### config.mk
export PLATFORM = sky130hd
export DESIGN_NAME = issue_ctrl_flat
export DESIGN_NICKNAME = d
export VERILOG_FILES = /design/src/rtl/issue_ctrl_pkg.sv /design/src/rtl/issue_ctrl_if.sv /design/src/rtl/issue_fifo.sv /design/src/rtl/issue_ctrl.sv /design/src/flat_wrapper.sv
export SDC_FILE = /design/constraint.sdc
export NUM_CORES = 2
export LEC_CHECK = 0
export CAP_MARGIN = 20
export CORE_ASPECT_RATIO = 0.9
export CORE_MARGIN = 4
export CORE_UTILIZATION = 56
export CTS_CLUSTER_DIAMETER = 30
export DETAILED_ROUTE_END_ITERATION = 16
export DONT_BUFFER_PORTS = 1
export PLACE_DENSITY = 0.7
export SYNTH_ARGS = -nofsm -noshare
export SYNTH_HDL_FRONTEND = slang
export SYNTH_HIERARCHICAL = 1
export SYNTH_SLANG_ARGS = --single-unit
export TNS_END_PERCENT = 5
### constraint.sdc
create_clock -name clk -period 18.7 [get_ports clk]
set_input_delay 3.74 -clock clk [delete_from_list [all_inputs] [get_ports clk]]
set_output_delay 3.74 -clock clk [all_outputs]
set_load 0.01 [all_outputs]
### src/rtl/issue_ctrl_pkg.sv
// Shared types for the dual-issue stage: instruction record, score board entry
// and register address.
package issue_ctrl_pkg;

  localparam int unsigned ISSUE_DEPTH = 8;
  localparam int unsigned POS_W       = 8;
  localparam int unsigned REG_W       = 5;

  typedef logic [REG_W-1:0] reg_addr_t;

  typedef struct packed {
    logic [POS_W-1:0] position;
  } sb_data_t;

  typedef struct packed {
    reg_addr_t   rs;
    reg_addr_t   rt;
    reg_addr_t   rd;
    logic        use_rs;
    logic        use_rt;
    logic        has_dest;
    logic [2:0]  latency;
    logic        is_mem;
    logic        is_branch;
    logic [63:0] payload;
  } issue_inst_t;

  // One-hot forwarding distance for a result that appears after `lat` cycles.
  function automatic logic [POS_W-1:0] lat_to_pos(logic [2:0] lat);
    return POS_W'(1) << lat;
  endfunction

endpackage

### src/rtl/issue_ctrl_if.sv
// Decode, score board and execute-side signals of the issue stage.
interface issue_ctrl_if import issue_ctrl_pkg::*; ();

  logic        [1:0] in_valid;
  issue_inst_t [1:0] in_inst;
  logic              in_ready;
  reg_addr_t   [3:0] sb_read_addr;
  sb_data_t    [3:0] sb_data;
  logic        [1:0] sb_write_ena;
  reg_addr_t   [1:0] sb_write_addr;
  sb_data_t    [1:0] sb_data_in;
  logic        [1:0] issue_valid;
  issue_inst_t [1:0] issue_inst;

  modport master (
    output in_valid, in_inst, sb_data,
    input  in_ready, sb_read_addr, sb_write_ena, sb_write_addr, sb_data_in,
    input  issue_valid, issue_inst
  );

  modport slave (
    input  in_valid, in_inst, sb_data,
    output in_ready, sb_read_addr, sb_write_ena, sb_write_addr, sb_data_in,
    output issue_valid, issue_inst
  );

endinterface

### src/rtl/issue_fifo.sv
// Two-in / two-out circular instruction buffer with an occupancy count.
module issue_fifo import issue_ctrl_pkg::*; #(
  parameter int unsigned DEPTH = ISSUE_DEPTH
) (
  input  logic                         clk,
  input  logic                         rst_n,
  input  logic                         flush,
  input  logic [1:0]                   push_cnt,
  input  issue_inst_t [1:0]            push_data,
  input  logic [1:0]                   pop_cnt,
  output issue_inst_t [1:0]            head,
  output logic [$clog2(DEPTH+1)-1:0]   count
);

  localparam int unsigned PtrW = $clog2(DEPTH);
  localparam int unsigned CntW = $clog2(DEPTH + 1);

  issue_inst_t     mem_q [DEPTH];
  logic [PtrW-1:0] rd_ptr_q, wr_ptr_q;
  logic [PtrW-1:0] rd_ptr_p1, wr_ptr_p1;
  logic [CntW-1:0] count_q;

  assign rd_ptr_p1 = rd_ptr_q + PtrW'(1);
  assign wr_ptr_p1 = wr_ptr_q + PtrW'(1);
  assign head[0]   = mem_q[rd_ptr_q];
  assign head[1]   = mem_q[rd_ptr_p1];
  assign count     = count_q;

  // Storage needs no reset: the count alone decides which entries are live.
  always_ff @(posedge clk) begin
    if (push_cnt != 2'd0) mem_q[wr_ptr_q]  <= push_data[0];
    if (push_cnt == 2'd2) mem_q[wr_ptr_p1] <= push_data[1];
  end

  always_ff @(posedge clk or negedge rst_n) begin
    if (!rst_n) begin
      rd_ptr_q <= '0;
      wr_ptr_q <= '0;
      count_q  <= '0;
    end else if (flush) begin
      rd_ptr_q <= '0;
      wr_ptr_q <= '0;
      count_q  <= '0;
    end else begin
      rd_ptr_q <= rd_ptr_q + PtrW'(pop_cnt);
      wr_ptr_q <= wr_ptr_q + PtrW'(push_cnt);
      count_q  <= count_q + CntW'(push_cnt) - CntW'(pop_cnt);
    end
  end

endmodule

### src/rtl/issue_ctrl.sv
// Dual-issue stage: buffers decoded instructions, checks operands against the
// score board and issues up to two per cycle into a registered output stage.
module issue_ctrl import issue_ctrl_pkg::*; #(
  parameter int unsigned DEPTH       = ISSUE_DEPTH,
  parameter int unsigned READY_SHIFT = 1
) (
  input logic         clk,
  input logic         rst_n,
  input logic         stall,
  input logic         flash,
  issue_ctrl_if.slave bus
);

  localparam int unsigned CntW = $clog2(DEPTH + 1);

  logic [CntW-1:0]   count;
  issue_inst_t [1:0] head;
  logic [1:0]        push_cnt, pop_cnt;
  logic              in_ready, h0_vld, h1_vld, h0_ok, h1_ok;
  logic              h0_dst_nz, raw, waw, pair_ok, iss0, iss1;
  logic [1:0]        issue_valid_q;
  issue_inst_t [1:0] issue_inst_q;

  function automatic logic src_ok(logic use_src, reg_addr_t addr, sb_data_t d);
    return !use_src || (addr == '0) || ((d.position >> READY_SHIFT) == '0);
  endfunction

  assign in_ready = (count <= CntW'(DEPTH - 2));
  assign push_cnt = (in_ready && !flash) ?
                    ({1'b0, bus.in_valid[0]} + {1'b0, &bus.in_valid}) : 2'd0;

  issue_fifo #(.DEPTH(DEPTH)) u_fifo (
    .clk       (clk),
    .rst_n     (rst_n),
    .flush     (flash),
    .push_cnt  (push_cnt),
    .push_data (bus.in_inst),
    .pop_cnt   (pop_cnt),
    .head      (head),
    .count     (count)
  );

  assign bus.sb_read_addr = {head[1].rt, head[1].rs, head[0].rt, head[0].rs};

  assign h0_vld = (count != '0);
  assign h1_vld = (count >= CntW'(2));
  assign h0_ok  = src_ok(head[0].use_rs, head[0].rs, bus.sb_data[0]) &&
                  src_ok(head[0].use_rt, head[0].rt, bus.sb_data[1]);
  assign h1_ok  = src_ok(head[1].use_rs, head[1].rs, bus.sb_data[2]) &&
                  src_ok(head[1].use_rt, head[1].rt, bus.sb_data[3]);

  // Pair hazards; a zero H0 destination never conflicts.
  assign h0_dst_nz = (head[0].rd != '0);
  assign raw = h0_dst_nz && ((head[1].use_rs && (head[1].rs == head[0].rd)) ||
                             (head[1].use_rt && (head[1].rt == head[0].rd)));
  assign waw = h0_dst_nz && (head[1].rd == head[0].rd);
  assign pair_ok = !raw && !waw && !(head[0].is_mem && head[1].is_mem) && !head[1].is_branch;

  assign iss0    = h0_vld && h0_ok && !stall && !flash;
  assign iss1    = iss0 && h1_vld && h1_ok && pair_ok;
  assign pop_cnt = {1'b0, iss0} + {1'b0, iss1};

  assign bus.sb_write_ena  = {iss1 && head[1].has_dest && (head[1].rd != '0),
                              iss0 && head[0].has_dest && (head[0].rd != '0)};
  assign bus.sb_write_addr = {head[1].rd, head[0].rd};
  assign bus.sb_data_in    = {lat_to_pos(head[1].latency), lat_to_pos(head[0].latency)};

  always_ff @(posedge clk or negedge rst_n) begin
    if (!rst_n) begin
      issue_valid_q <= '0;
      issue_inst_q  <= '0;
    end else if (flash) begin
      issue_valid_q <= '0;
    end else if (!stall) begin
      issue_valid_q <= {iss1, iss0};
      issue_inst_q  <= head;
    end
  end

  assign bus.in_ready    = in_ready;
  assign bus.issue_valid = issue_valid_q;
  assign bus.issue_inst  = issue_inst_q;

endmodule
### src/flat_wrapper.sv
// flat-port wrapper written by rule: the top's interface ports become plain ports
module issue_ctrl_flat import issue_ctrl_pkg::*;
#(
  parameter int unsigned DEPTH       = ISSUE_DEPTH,
  parameter int unsigned READY_SHIFT = 1
)
  (clk, rst_n, stall, flash, bus_in_valid, bus_in_inst, bus_sb_data, bus_in_ready, bus_sb_read_addr, bus_sb_write_ena, bus_sb_write_addr, bus_sb_data_in, bus_issue_valid, bus_issue_inst);
  issue_ctrl_if bus_i ();
  input logic clk;
  input logic rst_n;
  input logic stall;
  input logic flash;
  input wire logic [$bits(bus_i.in_valid)-1:0] bus_in_valid;
  input wire logic [$bits(bus_i.in_inst)-1:0] bus_in_inst;
  input wire logic [$bits(bus_i.sb_data)-1:0] bus_sb_data;
  output wire logic [$bits(bus_i.in_ready)-1:0] bus_in_ready;
  output wire logic [$bits(bus_i.sb_read_addr)-1:0] bus_sb_read_addr;
  output wire logic [$bits(bus_i.sb_write_ena)-1:0] bus_sb_write_ena;
  output wire logic [$bits(bus_i.sb_write_addr)-1:0] bus_sb_write_addr;
  output wire logic [$bits(bus_i.sb_data_in)-1:0] bus_sb_data_in;
  output wire logic [$bits(bus_i.issue_valid)-1:0] bus_issue_valid;
  output wire logic [$bits(bus_i.issue_inst)-1:0] bus_issue_inst;
  assign bus_i.in_valid = bus_in_valid;
  assign bus_i.in_inst = bus_in_inst;
  assign bus_i.sb_data = bus_sb_data;
  assign bus_in_ready = bus_i.in_ready;
  assign bus_sb_read_addr = bus_i.sb_read_addr;
  assign bus_sb_write_ena = bus_i.sb_write_ena;
  assign bus_sb_write_addr = bus_i.sb_write_addr;
  assign bus_sb_data_in = bus_i.sb_data_in;
  assign bus_issue_valid = bus_i.issue_valid;
  assign bus_issue_inst = bus_i.issue_inst;
  issue_ctrl #(.DEPTH(DEPTH), .READY_SHIFT(READY_SHIFT)) u_core (.clk(clk), .rst_n(rst_n), .stall(stall), .flash(flash), .bus(bus_i));
endmodule
[After elaboration in Yosys (flattened, before gate mapping)]
Memories as Yosys holds them, arrays and structs flattened.
Index checks and enable logic that the tools add are counted.
Storage, ports and cells
  RAM bits: 696
  memory bits (read-only): 0
  latch bits: 0
  memories: 1
  register bits: 186
  input port bits: 212
Cells by class
  add/subtract/negate cells: 8
  bitwise gates (word level): 2
  reductions and logical operators: 54
  $lt $le $gt $ge: 2
  divide/modulo/power cells: 0
  multipliers: 0
  equal/unequal tests: 5
  shift-type cells: 2
  muxes and demuxes: 10
Memories
  u_core.u_fifo.mem_q: words 8, bits a word 87, read ports 2, clocked after Yosys merged registers in 0, wr ports 2, RTL line issue_fifo.sv:18  | issue_inst_t mem_q [DEPTH];
Operator list (count)
  $logic_not A8 Y1: 4
  $logic_and A1 B1 Y1: 21
  $logic_not A5 Y1: 4
  $shl A1 B3 Y8 const A: 2
  $eq A5 B5 Y1: 3
  $logic_not A1 Y1: 10
  $reduce_bool A5 Y1: 2
  $logic_or A1 B1 Y1: 9
  $add A3 B1 Y3 const B: 2
  $add A3 B2 Y3: 2
  $mux W2: 3
  $mux W3: 2
  $add A1 B1 Y2: 2
  $add A4 B2 Y4: 1
  $ge A4 B2 Y1 const B: 1
  $le A4 B3 Y1 const B: 1
  $mux W1: 4
  $mux W4: 1
  $reduce_and A2 Y1: 2
  $reduce_bool A4 Y1: 1
  $sub A4 B2 Y4: 1
  $eq A2 B2 Y1 const B: 1
  $ne A2 B1 Y1 const B: 1
  $not A1 Y1: 2
  $reduce_bool A2 Y1: 1

[Longest topological paths before layout]
An unclocked memory read counts as a cell.
  word-level depth: 14
  mapped depth: 19

[Hierarchy]
The synthesis kept the hierarchy.
Modules (own cells, without submodules)
  issue_fifo: cells each 2166, instances 1, area an instance 40141.0 um^2
  issue_ctrl: cells each 449, instances 1, area an instance 7051.8 um^2

[Worst setup path after synthesis]
Ideal clock, no wire load.
  path kind: input-to-reg
  from: in bus_in_valid[0]
  to: mem u_core/u_fifo/mem_q[1][0] (netlist name), enable pin
  stages on the path: 3
  data required time: 18040 ps
  setup time: 660 ps
  setup slack: 6832 ps
  arrival: 11207 ps
  cell sequence: nor4bb_1 > o21ai_0 > o31ai_1
RTL lines
  from (decl): RTL line flat_wrapper.sv:13  | input wire logic [$bits(bus_i.in_valid)-1:0] bus_in_valid;
  to (decl): RTL line issue_fifo.sv:18

[Final worst setup path]
  from: in flash
  to: out bus_sb_write_ena[1]
Between the ends
  word-level cells in the longest chain between the ends: 7
Ends and longest elaborated chain
  from (decl): RTL line flat_wrapper.sv:12  | input logic flash;
  $logic_not A1 Y1: RTL line issue_ctrl.sv:59  | assign iss0 = h0_vld && h0_ok && !stall && !flash;
  $logic_and A1 B1 Y1: RTL line issue_ctrl.sv:59
  $logic_and A1 B1 Y1 (3 in series): RTL line issue_ctrl.sv:60  | assign iss1 = iss0 && h1_vld && h1_ok && pair_ok;
  $logic_and A1 B1 Y1 (2 in series): RTL line issue_ctrl.sv:63  | assign bus.sb_write_ena = {iss1 && head[1].has_dest && (head[1].rd != '0),
  to (decl): RTL line flat_wrapper.sv:18  | output wire logic [$bits(bus_i.sb_write_ena)-1:0] bus_sb_write_ena;
No other way between the ends.

==> run summary <==
Detailed Route WL: 131,000 um
Final core utilization: 65.5%
Min Tclk post-route: 9.63 ns
Worst-Margin Slew: 1.19 ns
Via count: 26,647
Drc violations: 0
Sequential area share after synthesis: 54.1%
Largest family of logic cells by synthesized area: multiplexers
Initial antenna violation count: 3
Syn-to-layout area delta: 15.4%
Synthesized area: 47,200 um^2
Ys flop type: edfxtp_1
Routed len/inst: 33.3 um
Vias in the first global route: 29,118
Worst Path Arrival: 5.89 ns
Final Skew: 0.0318 ns
Worst hold stages: 1
WHS Endpoint: u_core/bus.issue_inst[59]
Status: finished clean
Net Switching: 1.44 mW
Crit path from: flash
First-pass GRT wire length: 193,000 um
Final HPWL DP: 71,600 um
H-tree Lvls: 4
CTS root buffer: clkbuf_16
Rel. slew slack: 20.6%
Power share of the combinational group: 9.4%
Cell leakage power: 18.1 nW
Nets: 2,875
Setup_tns: 0 ns
Period utilisation layout: 51.5%
Post-CTS sizing: 0
Clock-pin transition on the worst setup and hold timing paths: 0.04 ns
Number of library cell types mapped by synthesis: 51
RSZ-0062 raised after global routing: no
Post-route ant nets: 0
Inst Count DP: 3,590
Post-synthesis mux area share: 41.5%
CTS tree: yes
Die ar.: 89,000 um^2
Final setup violating endpoints: 0
Post-CTS setup buffer count: 0
EDFF count, synth: 696
Core box area: 83,100 um^2
Xor/xnor share of the synthesized area: 0.440%
Drt first pass iters: 5
Worst reg2reg path startpoint: u_core/u_fifo/rd_ptr_q[0]
Fraction of the mapped netlist area in simple logic gates: 0.965%
Total chip power: 6.18 mW
Post-synthesis adder-cell area fraction: 0.408%
Port bufs: 0
Largest net degree at the start of global routing: 187
Final Non-Filler Cells: 3,932
Sw frac: 23.3%
Number of synthesized register bits: 882
Slew Limit Fails: 0
Row cnt: 100
Critical path required time: 14.96 ns
Min-delay worst type: flop to flop
Via density per instance: 6.78
Mean Syn Cell Area: 18.0 um^2
Final RePlAce weighted congestion: 0.792
Starting Density: 56.8%
P per Cell Area: 114 nW/um^2
Die width: 314 um
Crit Path Category: input port to output port
Net Count, Synth: 2,840
CP max FO: 56
Drt initial violations: 2,281
Fmax: 104 MHz
IO Pins: 437
Startpoint types: input port
Internal power: 4.74 mW
Total track usage: 29.4%
Layout cell share with drive strength beyond 1: 58.8%
Worst hold start: u_core/bus.issue_inst[59]
Flop2flop setup slack: 12.19 ns
Clk_lat worst skew: 0.74 ns
Register-to-Register Path Depth: 16
Synth Instances: 2,615
Max cap viols: 0
Clk sinks: 882
Reg power frac: 39.2%
Post-synth ARST share: 21.1%
Fin. Hold Viols: 0
Maximum vdd drop: 72.6 uV
Total CTS buffers: 180
# hold bufs at CTS: 0
Deepest clock path buffer count: 3
Power share of the clock group: 51.4%
Height of the die: 283 um
CP endpoint kind: output port
Yosys warns: 6
Remaining global-route overflow: 0
Complex-gate fraction of the synthesized area: 0.477%
Worst reg2reg path endpoint: u_core/u_fifo/count[3]
## kinds of logic after synthesis
kind of cell,after synthesis
muxes,1392
DFF,882
buffers and inverters,204
and+or+nand+nor,74
AOI/OAI and AO/OA,28
xor gates and xnor gates,22
adders and majority gates,13
## registers in the layout (all words and copies together) (netlist names)
name / cells
u_core/u_fifo/count: 4
u_core/u_fifo/wr_ptr_q: 3
u_core/bus.issue_inst: 174
u_core/bus.issue_valid: 2
u_core/u_fifo/mem_q: 696
u_core/u_fifo/rd_ptr_q: 3
## metal layers
layer | GRT usage, % | part of all wire [%]
met5 | 0 | 0.0099
met4 | 8.88 | 2.4
met3 | 8.23 | 8.7
met2 | 49.6 | 51
met1 | 37.2 | 38
## power by group through the flow
stage	clock [mW]	combinational, mW	sequential, mW
2_1_floorplan	0	0.452	2.42
3_3_place_gp	0	0.560	2.45
3_5_place_dp	0	0.574	2.46
4_1_cts	3.21	0.580	2.43
5_1_grt	3.32	0.616	2.44
6_report	3.18	0.578	2.42
## Yosys cell counts, drive strengths merged (5+ instances only)
| cell type | n | area, um^2 |
|---|---|---|
| xnor2 | 7 | 68.8 |
| nor3 | 9 | 56.3 |
| or4 | 6 | 48.8 |
| buf | 151 | 764 |
| nand2 | 13 | 48.8 |
| xor2 | 15 | 139 |
| clkbuf | 39 | 146 |
| dfrtp | 186 | 4650 |
| nor3b | 6 | 45.0 |
| nor2b | 5 | 31.3 |
| edfxtp | 696 | 20900 |
| ha | 9 | 113 |
| o21ai | 7 | 35.0 |
| mux2 | 1044 | 11800 |
| inv | 14 | 52.6 |
| mux4 | 348 | 7840 |
| nor2 | 15 | 58.8 |
| and3b | 5 | 45.0 |
## worst max path at each step
stage,endpoint
after floorplan,u_core/u_fifo/mem_q[1][0]
after global routing,bus_sb_write_ena[1]
after global placement,bus_sb_write_ena[1]
after CTS,bus_sb_write_ena[1]
final,bus_sb_write_ena[1]
after detailed placement,bus_sb_write_ena[1]
## cell type report
type / instances / area [um^2]
Fill cell: 5689 / 28600
Sequential cell: 882 / 25600
Clock inverter: 93 / 1030
Inverter: 14 / 52.6
Antenna cell: 2 / 5.00
Timing Repair Buffer: 43 / 373
Tap cell: 1122 / 1400
Multi-Input combinational cell: 1529 / 20900
Clock buffer: 247 / 5130
## per-stage QoR
step           instance area (um^2)  setup slack [ns]  hold WS [ns]
6_report                      54400              9.07         0.576
5_1_grt                       54400              8.99         0.594
2_1_floorplan                 47200              6.83         0.512
3_5_place_dp                  48300              9.00         0.572
4_1_cts                       54400              8.99         0.584
3_3_place_gp                  48300              9.03         0.569
## cells in the final DEF, fill, tap and decap left out, types with 6 or more instances in the layout
| master | n |
|---|---|
| clkinv_2 | 31 |
| clkbuf_16 | 187 |
| clkbuf_8 | 23 |
| inv_1 | 14 |
| mux2_1 | 104 |
| nand2_1 | 7 |
| xor2_1 | 13 |
| nor2_1 | 12 |
| nor3b_1 | 6 |
| bufinv_16 | 18 |
| edfxtp_1 | 696 |
| dfrtp_1 | 183 |
| nand2_4 | 6 |
| mux4_2 | 348 |
| ha_1 | 8 |
| clkbuf_1 | 37 |
| nor3_1 | 8 |
| clkinvlp_4 | 16 |
| xnor2_1 | 6 |
| clkinv_1 | 16 |
| buf_4 | 39 |
| mux2_2 | 940 |
## worst max-delay path, stage by stage
cell and delay, ns:
nor2_4 0.07, buf_4 0.63, o41ai_1 0.40, nor3_4 0.44, o2111ai_2 0.29, nor2_1 0.32
(Power assumes the default switching activity.)
